**config.mk**
```make
export PLATFORM = sky130hd
export DESIGN_NAME = dmem_arbiter
export DESIGN_NICKNAME = d
export VERILOG_FILES = /design/src/rtl/dmem_arbiter.sv
export SDC_FILE = /design/constraint.sdc
export NUM_CORES = 1
export LEC_CHECK = 0
export BUFFER_PORTS_ARGS = -buffer_cell sky130_fd_sc_hd__buf_2
export CAP_MARGIN = 20
export CORE_UTILIZATION = 50
export CTS_BUF_LIST = sky130_fd_sc_hd__clkbuf_8
export DETAILED_ROUTE_END_ITERATION = 10
export PLACE_DENSITY = 0.89
export SLEW_MARGIN = 0
export SYNTH_ARGS = -nofsm -noshare
export SYNTH_HDL_FRONTEND = slang
export SYNTH_SLANG_ARGS = --single-unit
```
**constraint.sdc**
```tcl
create_clock -name clk -period 4.15 [get_ports clk]
set_input_delay 0.6225 -clock clk [delete_from_list [all_inputs] [get_ports clk]]
set_output_delay 0.6225 -clock clk [all_outputs]
set_load 0.05 [all_outputs]
```
**src/rtl/dmem_arbiter.sv**
```systemverilog
// dmem_arbiter: round-robin two-port arbiter sequencing grant, access and registered response to a single-port data memory.
module dmem_arbiter #(
    parameter int ADDR_WIDTH = 32,
    parameter int DATA_WIDTH = 32
) (
    input  logic                  clk,
    input  logic                  reset,
    input  logic                  p0_req,
    input  logic                  p0_we,
    input  logic [2:0]            p0_funct3,
    input  logic [ADDR_WIDTH-1:0] p0_addr,
    input  logic [DATA_WIDTH-1:0] p0_wdata,
    output logic                  p0_ack,
    output logic                  p0_err,
    output logic [DATA_WIDTH-1:0] p0_rdata,
    input  logic                  p1_req,
    input  logic                  p1_we,
    input  logic [2:0]            p1_funct3,
    input  logic [ADDR_WIDTH-1:0] p1_addr,
    input  logic [DATA_WIDTH-1:0] p1_wdata,
    output logic                  p1_ack,
    output logic                  p1_err,
    output logic [DATA_WIDTH-1:0] p1_rdata,
    output logic                  mem_wr_en,
    output logic [2:0]            mem_funct3,
    output logic [ADDR_WIDTH-1:0] mem_addr,
    output logic [DATA_WIDTH-1:0] mem_wr_data,
    input  logic [DATA_WIDTH-1:0] mem_rd_data,
    output logic                  busy,
    output logic                  grant_id
);
    typedef enum logic [1:0] {IDLE, ACC, RESP} state_t;
    state_t                state;
    logic                  last_grant, we_q, win, legal, f3_ok, align_ok, in_acc, load_rd;
    logic [2:0]            f3_q;
    logic [ADDR_WIDTH-1:0] addr_q;
    logic [DATA_WIDTH-1:0] wdata_q, rd_next;
    always_comb begin
        win      = (p0_req & p1_req) ? ~last_grant : p1_req;
        f3_ok    = we_q ? (f3_q <= 3'd2) : (f3_q <= 3'd2 || f3_q == 3'd4 || f3_q == 3'd5);
        align_ok = (f3_q[1:0] == 2'b01) ? ~addr_q[0] :
                   (f3_q[1:0] == 2'b10) ? (addr_q[1:0] == 2'b00) : 1'b1;
        legal    = f3_ok & align_ok;
        in_acc   = state == ACC;
        load_rd  = ~legal | ~we_q;
        rd_next  = legal ? mem_rd_data : '0;
    end
    // Write enable must drop in the same cycle reset rises, so it is gated combinationally.
    assign mem_wr_en   = in_acc & we_q & legal & ~reset;
    assign mem_funct3  = in_acc ? f3_q : 3'b000;
    assign mem_addr    = in_acc ? addr_q : '0;
    assign mem_wr_data = in_acc ? wdata_q : '0;
    assign busy        = state != IDLE;
    always_ff @(posedge clk) begin
        if (reset) begin
            state      <= IDLE;
            last_grant <= 1'b1;
            grant_id   <= 1'b0;
            we_q       <= 1'b0;
            f3_q       <= '0;
            addr_q     <= '0;
            wdata_q    <= '0;
            p0_ack     <= 1'b0;
            p1_ack     <= 1'b0;
            p0_err     <= 1'b0;
            p1_err     <= 1'b0;
            p0_rdata   <= '0;
            p1_rdata   <= '0;
        end else begin
            case (state)
                IDLE: if (p0_req | p1_req) begin
                    state      <= ACC;
                    grant_id   <= win;
                    last_grant <= win;
                    we_q       <= win ? p1_we : p0_we;
                    f3_q       <= win ? p1_funct3 : p0_funct3;
                    addr_q     <= win ? p1_addr : p0_addr;
                    wdata_q    <= win ? p1_wdata : p0_wdata;
                end
                ACC: begin
                    state <= RESP;
                    if (grant_id) begin
                        p1_ack <= 1'b1;
                        p1_err <= ~legal;
                        if (load_rd) p1_rdata <= rd_next;
                    end else begin
                        p0_ack <= 1'b1;
                        p0_err <= ~legal;
                        if (load_rd) p0_rdata <= rd_next;
                    end
                end
                default: begin
                    state  <= IDLE;
                    p0_ack <= 1'b0;
                    p1_ack <= 1'b0;
                    p0_err <= 1'b0;
                    p1_err <= 1'b0;
                end
            endcase
        end
    end
endmodule

```
==> results of run 1 <==
## critical path, delay by kind of cell (launching register included)
family / cells / cell delay [ps]
flip-flops: 1 / 440
buffers and inverters: 2 / 630
AND/OR/NAND/NOR: 2 / 940
## cells by family (layout without fill, tap and decap cells)
kind of cell | after synthesis | in the layout
buffers and inverters | 73 | 356
muxes | 132 | 132
and+or+nand+nor | 184 | 184
AOI/OAI and AO/OA | 181 | 181
DFF | 140 | 140
other | 0 | 3
## flip-flops by register name, indices dropped and copies added, names as in the netlist, 2 cells and up
signal and count:
wdata_q 32, addr_q 32, p1_rdata 32, state 2, p0_rdata 32, f3_q 3
## final timing paths
path               endpoint  slack, ps  cells past startpoint
max reg2reg    p1_rdata[10]       1730                      5
min reg2reg          p0_ack        450                      2
min                  p0_ack        450                      2
max          mem_wr_data[6]       1050                      4
## power groups by stage
stage / sequential, W / combinational [W] / clock [W]
after floorplan: 0.00163 / 0.000557 / 0
after global placement: 0.00155 / 0.000863 / 0
after detailed placement: 0.00155 / 0.000876 / 0
after CTS: 0.00152 / 0.000880 / 0.00134
after global routing: 0.00154 / 0.000942 / 0.00140
final: 0.00153 / 0.000877 / 0.00132
## layout by cell type, fill, tap and decap left out, types with 4 or more instances in the layout
cell and count:
mux2i_1 132, o21ai_1 8, o21ai_0 24, a211oi_2 10
dfxtp_1 140, inv_1 4, clkbuf_8 17, buf_4 12
bufinv_16 6, and2_1 67, nand2b_1 65, a211oi_1 58
a21oi_1 72, buf_2 308, and2b_1 32, nand2_1 4
## per-layer routing
layer | vias up | share of wire
li1 | 3036 | -
met1 | 2958 | 0.39
met2 | 262 | 0.51
met3 | 39 | 0.079
met4 | 0 | 0.028
met5 | - | 0
## metrics by stage
step	hold WS, ps	setup slack, ps	util
finish	449	1050	0.667
global route	478	856	0.667
CTS	452	995	0.666
detailed placement	441	1510	0.631
global placement	435	1620	0.631
floorplan	481	1990	-
## cell type report
cell class	instances	area share
Tap cell	176	0.0246
Multi-Input combinational cell	497	0.422
Clock buffer	17	0.0262
Sequential cell	140	0.314
Clock inverter	15	0.0272
Timing Repair Buffer	321	0.185
Antenna cell	3	0.000840
Inverter	3	0.00126
==> reports/metrics.csv, run 1 <==
stage,metric,value,unit
worst_setup_path,crit_path_end_kind,output port,
global_route,met1_usage,0.303,
clock_tree,htreeDepth,4,
synth,synth.largest_area_cell,dfxtp_1,
sta,hold_viol_final,0,
sta,clock_skew,9.50,ps
die,rows,42,
worst_setup_path,cp-startpoint,state[0],
worst_setup_path,cp_cell_sequence,nor2b_4 > buf_4 > and2_1 > buf_2,
global_route,grt_busiest_layer,met2,
routing,drc,0,
synth,synth_xor_area_frac,0,
global_route,grt_pass1_vias,6088,
power_and_ir_drop,intPower,0.00254,W
clock_tree,cts_tree,built,
power_and_ir_drop,power_density,416,mW/mm^2
flow_run,maxCapViolations,0,
worst_setup_path,crit_type,reg -> out,
global_route,grt_first_pass_wirelength,30400,um
synth,synth_top_family_by_area,multiplexers,
placement,place_area,0.00845,sq mm
worst_setup_path,worst_path_max_delay_cell,nor2b_4,
clock_tree,clockRootBuffer,clkbuf_8,
die,die_h,120,um
sta,setup_violations,0,
synth,ys_seq_elements,140,
worst_setup_path,cp_max_fo,52,
sta,period_minus_slack,3100,ps
layout,fin_area,0.00894,sq mm
layout,area_delta_synth_final,28.9,%
global_route,grt_util_all_layers,0.272,
die,dieWidth,120,um
routing,drtIter0Drc,458,
worst_hold_path,hp-start,p0_ack,
clock_tree,clkTransAtPathRegs,80,ps
die,ioPinCount,310,
layout,drive_gt1_frac,0.381,
clock_tree,cts_max_path_buffers,2,
synth,synth_ff_type,dfxtp_1,
power_and_ir_drop,finalPower,0.00372,W
die,initial_utilization,0.518,
synth,synth_area,0.00694,sq mm
synth,yosys_warnings,0,
worst_hold_path,min_path_type,reg -> reg,
sta,setup_tns,0,ps
die,die_area,0.0143,sq mm
power_and_ir_drop,seq_power_share,0.410,
global_route,grt.overflow.total,0,
synth,syn-num-nets,882,
routing,wirelength,19600,um
synth,synth.most_common_cell,dfxtp_1,
power_and_ir_drop,vdd_drop_max,0.299,mV
global_route,grt_max_degree,90,
clock_tree,cts_setup_buffers,0,
worst_setup_path,critical_path_required,3530,ps
placement,hpwl,13400,um
routing,ant_nets,0,
worst_setup_path,r2r_start,state[0],
outcome,status,finished clean,
worst_setup_path,critPathMaxStageDelay,780,ps
layout,seq_area,0.00280,sq mm
routing,avgViaCountPerCell,5.37,
sta,tightest_slew,886,ps
synth,muxShareOfSynthArea,0.191,
clock_tree,clkSinkCount,140,
layout,fin_cells,1172,
placement,portBuffers,309,
synth,synthTopCellsByCount,"140 x dfxtp_1, 132 x mux2i_1, 72 x a21oi_1",
sta,min_period_over_period,0.748,
layout,multi_input_area,0.00377,sq mm
global_route,grtUsageMet3,0.0936,
sta,rsz0062_at_grt,false,
clock_tree,cts_resized,0,
sta,fmax,0.322,GHz
worst_setup_path,worst_setup_path_start_kind,flip-flop,
power_and_ir_drop,power_frac_clock,0.354,
synth,async_flop_share,0,
clock_tree,clk_latency,440,ps
synth,avgSynthCellArea,9.77,sq um
power_and_ir_drop,swShare,0.317,
routing,vias,6295,
clock_tree,cts_buffers,17,
synth,yosys-top-cells-area,"dfxtp_1 40%, mux2i_1 19%, a211oi_1 6.3%",
sta,slew_headroom,0.408,
synth,synth_compound_area_frac,0.173,
synth,ys_seq_area_frac,0.404,
worst_setup_path,critPathArrivalTime,2480,ps
power_and_ir_drop,p_leak,4.52,nW
layout,final_nets,1152,
placement,gp_congestion,0.858,
synth,synthCells,710,
layout,fillCellCount,1060,
placement,placed_cells,1137,
power_and_ir_drop,comb_power_share,0.236,
power_and_ir_drop,p_switching,0.00118,W
global_route,antenna_found_initial,3,
routing,firstDrtPassIters,4,
die,coreArea,0.0134,sq mm
synth,synth_edf_count,0,
synth,netlist.area_leader.share,0.404,
global_route,gr-usage-met2,0.465,
synth,synth_cell_types,37,
sta,slew_viol_final,0,
synth,synth-adder-area-share,0,
synth,yosys.area_share.simple,0.173,
routing,detail_route.wl_per_cell,16.7,um
clock_tree,ctsHoldBuffers,0,
No activity file was read; power rests on OpenSTA's default activity.
==> run 2, diff against run 1 <==
- CORE_ASPECT_RATIO: unset -> 1.5
- CORE_UTILIZATION: 50 -> 44
- PLACE_DENSITY: 0.89 -> 0.83
- clock period: 4.15 -> 2.8 ns (I/O delays scaled with it)
==> run 2 against run 1 <==
  * Register-to-register slack lost 1100 ps
  * Largest cell class unchanged
  * Sequential cell count stayed put
  * Clock power grew 47%
==> reports/metrics.csv, run 2 (synthesized netlist as in run 1, its figures left out) <==
stage,metric,value,unit
clock_tree,cts_setup_buffers,0,
worst_setup_path,critical_path_required,2380,ps
layout,final_nets,1154,
clock_tree,clk_latency,430,ps
clock_tree,htreeDepth,4,
power_and_ir_drop,finalPower,0.00550,W
layout,antenna_cells,0,
worst_setup_path,worst_setup_path_start_kind,flip-flop,
power_and_ir_drop,power_density,611,mW/mm^2
layout,seq_area,0.00280,sq mm
sta,setup_ws,261,ps
clock_tree,cts_resized,0,
power_and_ir_drop,vdd_drop_max,0.364,mV
worst_hold_path,min_path_type,in -> reg,
worst_setup_path,reg2reg_depth,4,
routing,wirelength,18700,um
routing,detail_route.wl_per_cell,15.7,um
clock_tree,cts_tree,built,
die,ioPinCount,310,
clock_tree,cts_max_path_buffers,2,
flow_run,maxCapViolations,0,
sta,slew_viol_final,0,
outcome,status,finished clean,
routing,drtIter0Drc,237,
clock_tree,cts_buffers,17,
worst_setup_path,cp_max_fo,46,
die,initial_utilization,0.454,
sta,timing.hold.ws,319,ps
clock_tree,clkSinkCount,140,
sta,min_period_over_period,0.907,
sta,clock_skew,12.3,ps
global_route,grt_max_degree,85,
placement,gp_congestion,0.855,
placement,hpwl,13300,um
routing,vias,6192,
layout,final_common_cell,buf_2,
layout,area_delta_synth_final,29.9,%
sta,slew_headroom,0.430,
worst_setup_path,regToRegSetupSlack,590,ps
die,die_h,156,um
worst_setup_path,crit_path_end_kind,output port,
sta,tightest_slew,854,ps
sta,rsz0062_at_grt,false,
layout,fin_area,0.00901,sq mm
die,rows,55,
clock_tree,ctsHoldBuffers,0,
clock_tree,clockRootBuffer,clkbuf_8,
clock_tree,clkTransAtPathRegs,90,ps
routing,ant_nets,0,
die,dieWidth,105,um
global_route,antenna_found_initial,0,
global_route,grt_pass1_vias,5952,
die,coreArea,0.0153,sq mm
worst_setup_path,critPathArrivalTime,2120,ps
global_route,grt.overflow.total,0,
die,die_area,0.0163,sq mm
placement,portBuffers,309,
sta,hold_viol_final,0,
sta,setup_violations,0,
layout,multi_input_area,0.00377,sq mm
layout,mostFrequentLayoutCells,"308 x buf_2, 140 x dfxtp_1, 132 x mux2i_1, 72 x a21oi_1, 67 x and2_1",
power_and_ir_drop,p_leak,4.54,nW
global_route,grt_first_pass_wirelength,29400,um
sta,period_minus_slack,2540,ps
placement,place_area,0.00853,sq mm
layout,fillCellCount,1374,
worst_setup_path,r2r_start,f3_q[2],
routing,firstDrtPassIters,4,
worst_setup_path,setup.worst_path.end,mem_addr[1],
sta,setup_tns,0,ps
layout,drive_gt1_frac,0.382,
worst_setup_path,r2r_end,p0_rdata[29],
global_route,grt_util_all_layers,0.228,
sta,fmax,0.394,GHz
routing,avgViaCountPerCell,5.19,
worst_setup_path,crit_type,reg -> out,
worst_setup_path,cp-startpoint,state[0],
placement,post-place-ws,586,ps
routing,drc,0,
-- run 2: cell count changes in the layout (fill, tap and decap cells not counted), sizes merged --
cell | previous run | this run
buf | 321 | 323
bufinv | 6 | 5
clkbuf | 17 | 19
clkinv | 2 | 4
clkinvlp | 3 | 1
diode | 3 | 0
inv | 7 | 6
-- run 2: per-stage QoR --
stage / std cells / util
2_1_floorplan: 710 / -
4_1_cts: 1194 / 0.590
3_5_place_dp: 1162 / 0.559
3_3_place_gp: 1162 / 0.559
6_report: 1194 / 0.590
5_1_grt: 1194 / 0.590
-- run 2: critical path, cell delays in order, from the launching register on --
cell     delay [ps]
dfxtp_1         450
nor2b_4         280
buf_4           370
and2_1          280
buf_2           300
-- run 2: layout make-up --
type / count / share of cell area
clock buffer: 19 / 0.0290
multi-input combinational: 497 / 0.418
timing repair buffer: 323 / 0.189
tap: 199 / 0.0276
clock inverter: 13 / 0.0237
sequential: 140 / 0.311
inverter: 3 / 0.00125
-- run 2: per-layer routing --
layer,share of wire,up-vias,global-route usage
li1,-,3036,-
met1,0.40,2853,0.254
met2,0.51,263,0.406
met3,0.053,40,0.0459
met4,0.033,0,0.120
met5,0,-,0
-- run 2: power by group --
part,leakage [nW],total [W],switching (W),internal [W]
clock network,0.238,0.00194,0.000822,0.00112
registers,1.15,0.00225,0.0000990,0.00215
logic,3.16,0.00131,0.000840,0.000470
total,4.54,0.00550,0.00176,0.00374
-- run 2: how the worst min path moves through the flow --
stage	start	endpoint	slack [ps]	depth (start not counted)
after detailed placement	p0_ack	p0_ack	440	2
final	p0_addr[13]	addr_q[13]	320	3
after CTS	p0_addr[13]	addr_q[13]	290	3
after floorplan	last_grant	last_grant	480	1
after global placement	p0_ack	p0_ack	430	2
after global routing	p0_addr[5]	addr_q[5]	310	3
==> run 3, diff against run 2 <==
- GPL_TIMING_DRIVEN: unset -> 0
==> run 3 against run 2 <==
  * Combinational power is 4% higher
  * Wire length up 7.6%
  * Worst hold slack got worse by 6.1 ps
  * Count of clock-buffer cells in the layout did not move
  * Clock skew is essentially flat
  * Sequential share of layout area shrank 0.33 points
  * Cell count is 4.7% higher
  * Sequential power is essentially flat
  * Design area increased by 1.1%
  * Register-to-register slack improved by 130 ps
  * Worst setup slack better by 100 ps
  * Die area did not move
  * Critical path type unchanged
  * Largest cell class unchanged
  * Largest power group unchanged
==> reports/metrics.csv, run 3 (synthesized netlist as in run 1, its figures left out) <==
stage,metric,value,unit
power_and_ir_drop,p_leak,4.58,nW
worst_setup_path,r2r_start,f3_q[2],
sta,hold_viol_final,0,
clock_tree,clkSinkCount,140,
layout,mostFrequentLayoutCells,"320 x buf_2, 140 x dfxtp_1, 132 x mux2i_1, 72 x a21oi_1, 68 x and2_1",
clock_tree,clkTransAtPathRegs,80,ps
die,initial_utilization,0.454,
clock_tree,cts_buffers,17,
placement,hpwl,15800,um
sta,setup_tns,0,ps
routing,drc,0,
routing,wirelength,20100,um
sta,slew_viol_final,0,
global_route,grt_pass1_vias,6374,
sta,setup_violations,0,
worst_setup_path,crit_path_end_kind,output port,
sta,rsz0062_at_grt,false,
worst_setup_path,cp_max_fo,16,
die,coreArea,0.0153,sq mm
routing,ant_nets,0,
routing,drtIter0Drc,184,
placement,gp_congestion,0.900,
sta,min_period_over_period,0.870,
sta,fmax,0.410,GHz
sta,tightest_slew,839,ps
layout,final_nets,1208,
clock_tree,htreeDepth,4,
worst_hold_path,hp-start,p0_req,
routing,firstDrtPassIters,5,
routing,vias,6365,
sta,period_minus_slack,2440,ps
worst_setup_path,cp-startpoint,state[0],
die,dieWidth,105,um
global_route,grt.overflow.total,0,
clock_tree,ctsHoldBuffers,0,
worst_setup_path,critPathArrivalTime,2020,ps
power_and_ir_drop,power_density,567,mW/mm^2
outcome,status,finished clean,
placement,portBuffers,308,
layout,final_common_cell,buf_2,
global_route,grt_util_all_layers,0.247,
routing,avgViaCountPerCell,5.09,
layout,fin_cells,1250,
worst_setup_path,crit_type,reg -> out,
global_route,grt_first_pass_wirelength,31500,um
global_route,grt_max_degree,17,
sta,clock_skew,12.8,ps
routing,detail_route.wl_per_cell,16.1,um
clock_tree,cts_max_path_buffers,2,
layout,drive_gt1_frac,0.365,
layout,area_delta_synth_final,31.3,%
die,die_area,0.0163,sq mm
worst_setup_path,worst_setup_path_start_kind,flip-flop,
die,rows,55,
worst_setup_path,critical_path_required,2380,ps
worst_hold_path,min_path_type,in -> reg,
placement,placed_cells,1217,
clock_tree,clockRootBuffer,clkbuf_8,
clock_tree,cts_setup_buffers,0,
die,die_h,156,um
clock_tree,cts_tree,built,
clock_tree,clk_latency,430,ps
die,ioPinCount,310,
global_route,antenna_found_initial,2,
flow_run,maxCapViolations,0,
sta,slew_headroom,0.436,
power_and_ir_drop,vdd_drop_max,0.294,mV
sta,timing.hold.ws,313,ps
-- run 3: cell types whose count changed in the layout (fill, tap and decap cells not counted), sizes merged --
cell	delta
diode	+2
bufinv	-4
clkinv	+1
clkbuf	+45
buf	+9
clkinvlp	+3
-- run 3: what timing repair did --
action                                  CTS  global route
endpoints found under the setup margin    0            30
hold endpoints to repair                  0             0
resized for setup                         0             0
-- run 3: cell type report --
| class | instances | area, sq um |
|---|---|---|
| Fill cell | 1400 | 6170 |
| Multi-Input combinational cell | 497 | 3720 |
| Sequential cell | 140 | 2800 |
| Timing Repair Buffer | 308 | 1540 |
| Buffer | 69 | 398 |
| Clock buffer | 19 | 262 |
| Tap cell | 199 | 249 |
| Clock inverter | 13 | 118 |
| Inverter | 3 | 11.3 |
| Antenna cell | 2 | 5.00 |
-- run 3: per-stage QoR --
stage	setup WS, ps	cell area (sq um)	total power (W)	util
after floorplan	846	6940	0.00324	-
after global placement	504	8730	0.00363	0.571
after detailed placement	504	8730	0.00365	0.571
after CTS	17.4	9100	0.00520	0.596
after global routing	185	9110	0.00540	0.596
final	363	9110	0.00516	0.596
-- run 3: critical path, cell delays in order (launching register included) --
cell and delay [ps]:
dfxtp_1 390, nor2b_1 190, buf_6 200, clkbuf_1 300, and2_1 240, buf_2 290
-- run 3: worst paths after layout --
path / endpoint / slack [ps] / depth (start not counted)
min: last_grant / 310 / 3
min reg2reg: p0_ack / 440 / 2
max: mem_addr[3] / 360 / 5
max reg2reg: p0_rdata[0] / 720 / 4
-- run 3: routing by layer --
metal / track usage / vias to the layer above / part of all wire
li1: - / 3147 / -
met1: 0.249 / 2943 / 0.37
met2: 0.469 / 235 / 0.54
met3: 0.0627 / 40 / 0.053
met4: 0.116 / 0 / 0.034
met5: 0 / - / 0
-- run 3: power breakdown --
group | switching [W] | total, W | internal (W)
sequential | 0.0000912 | 0.00224 | 0.00215
clock | 0.000805 | 0.00156 | 0.000752
combinational | 0.000872 | 0.00136 | 0.000487
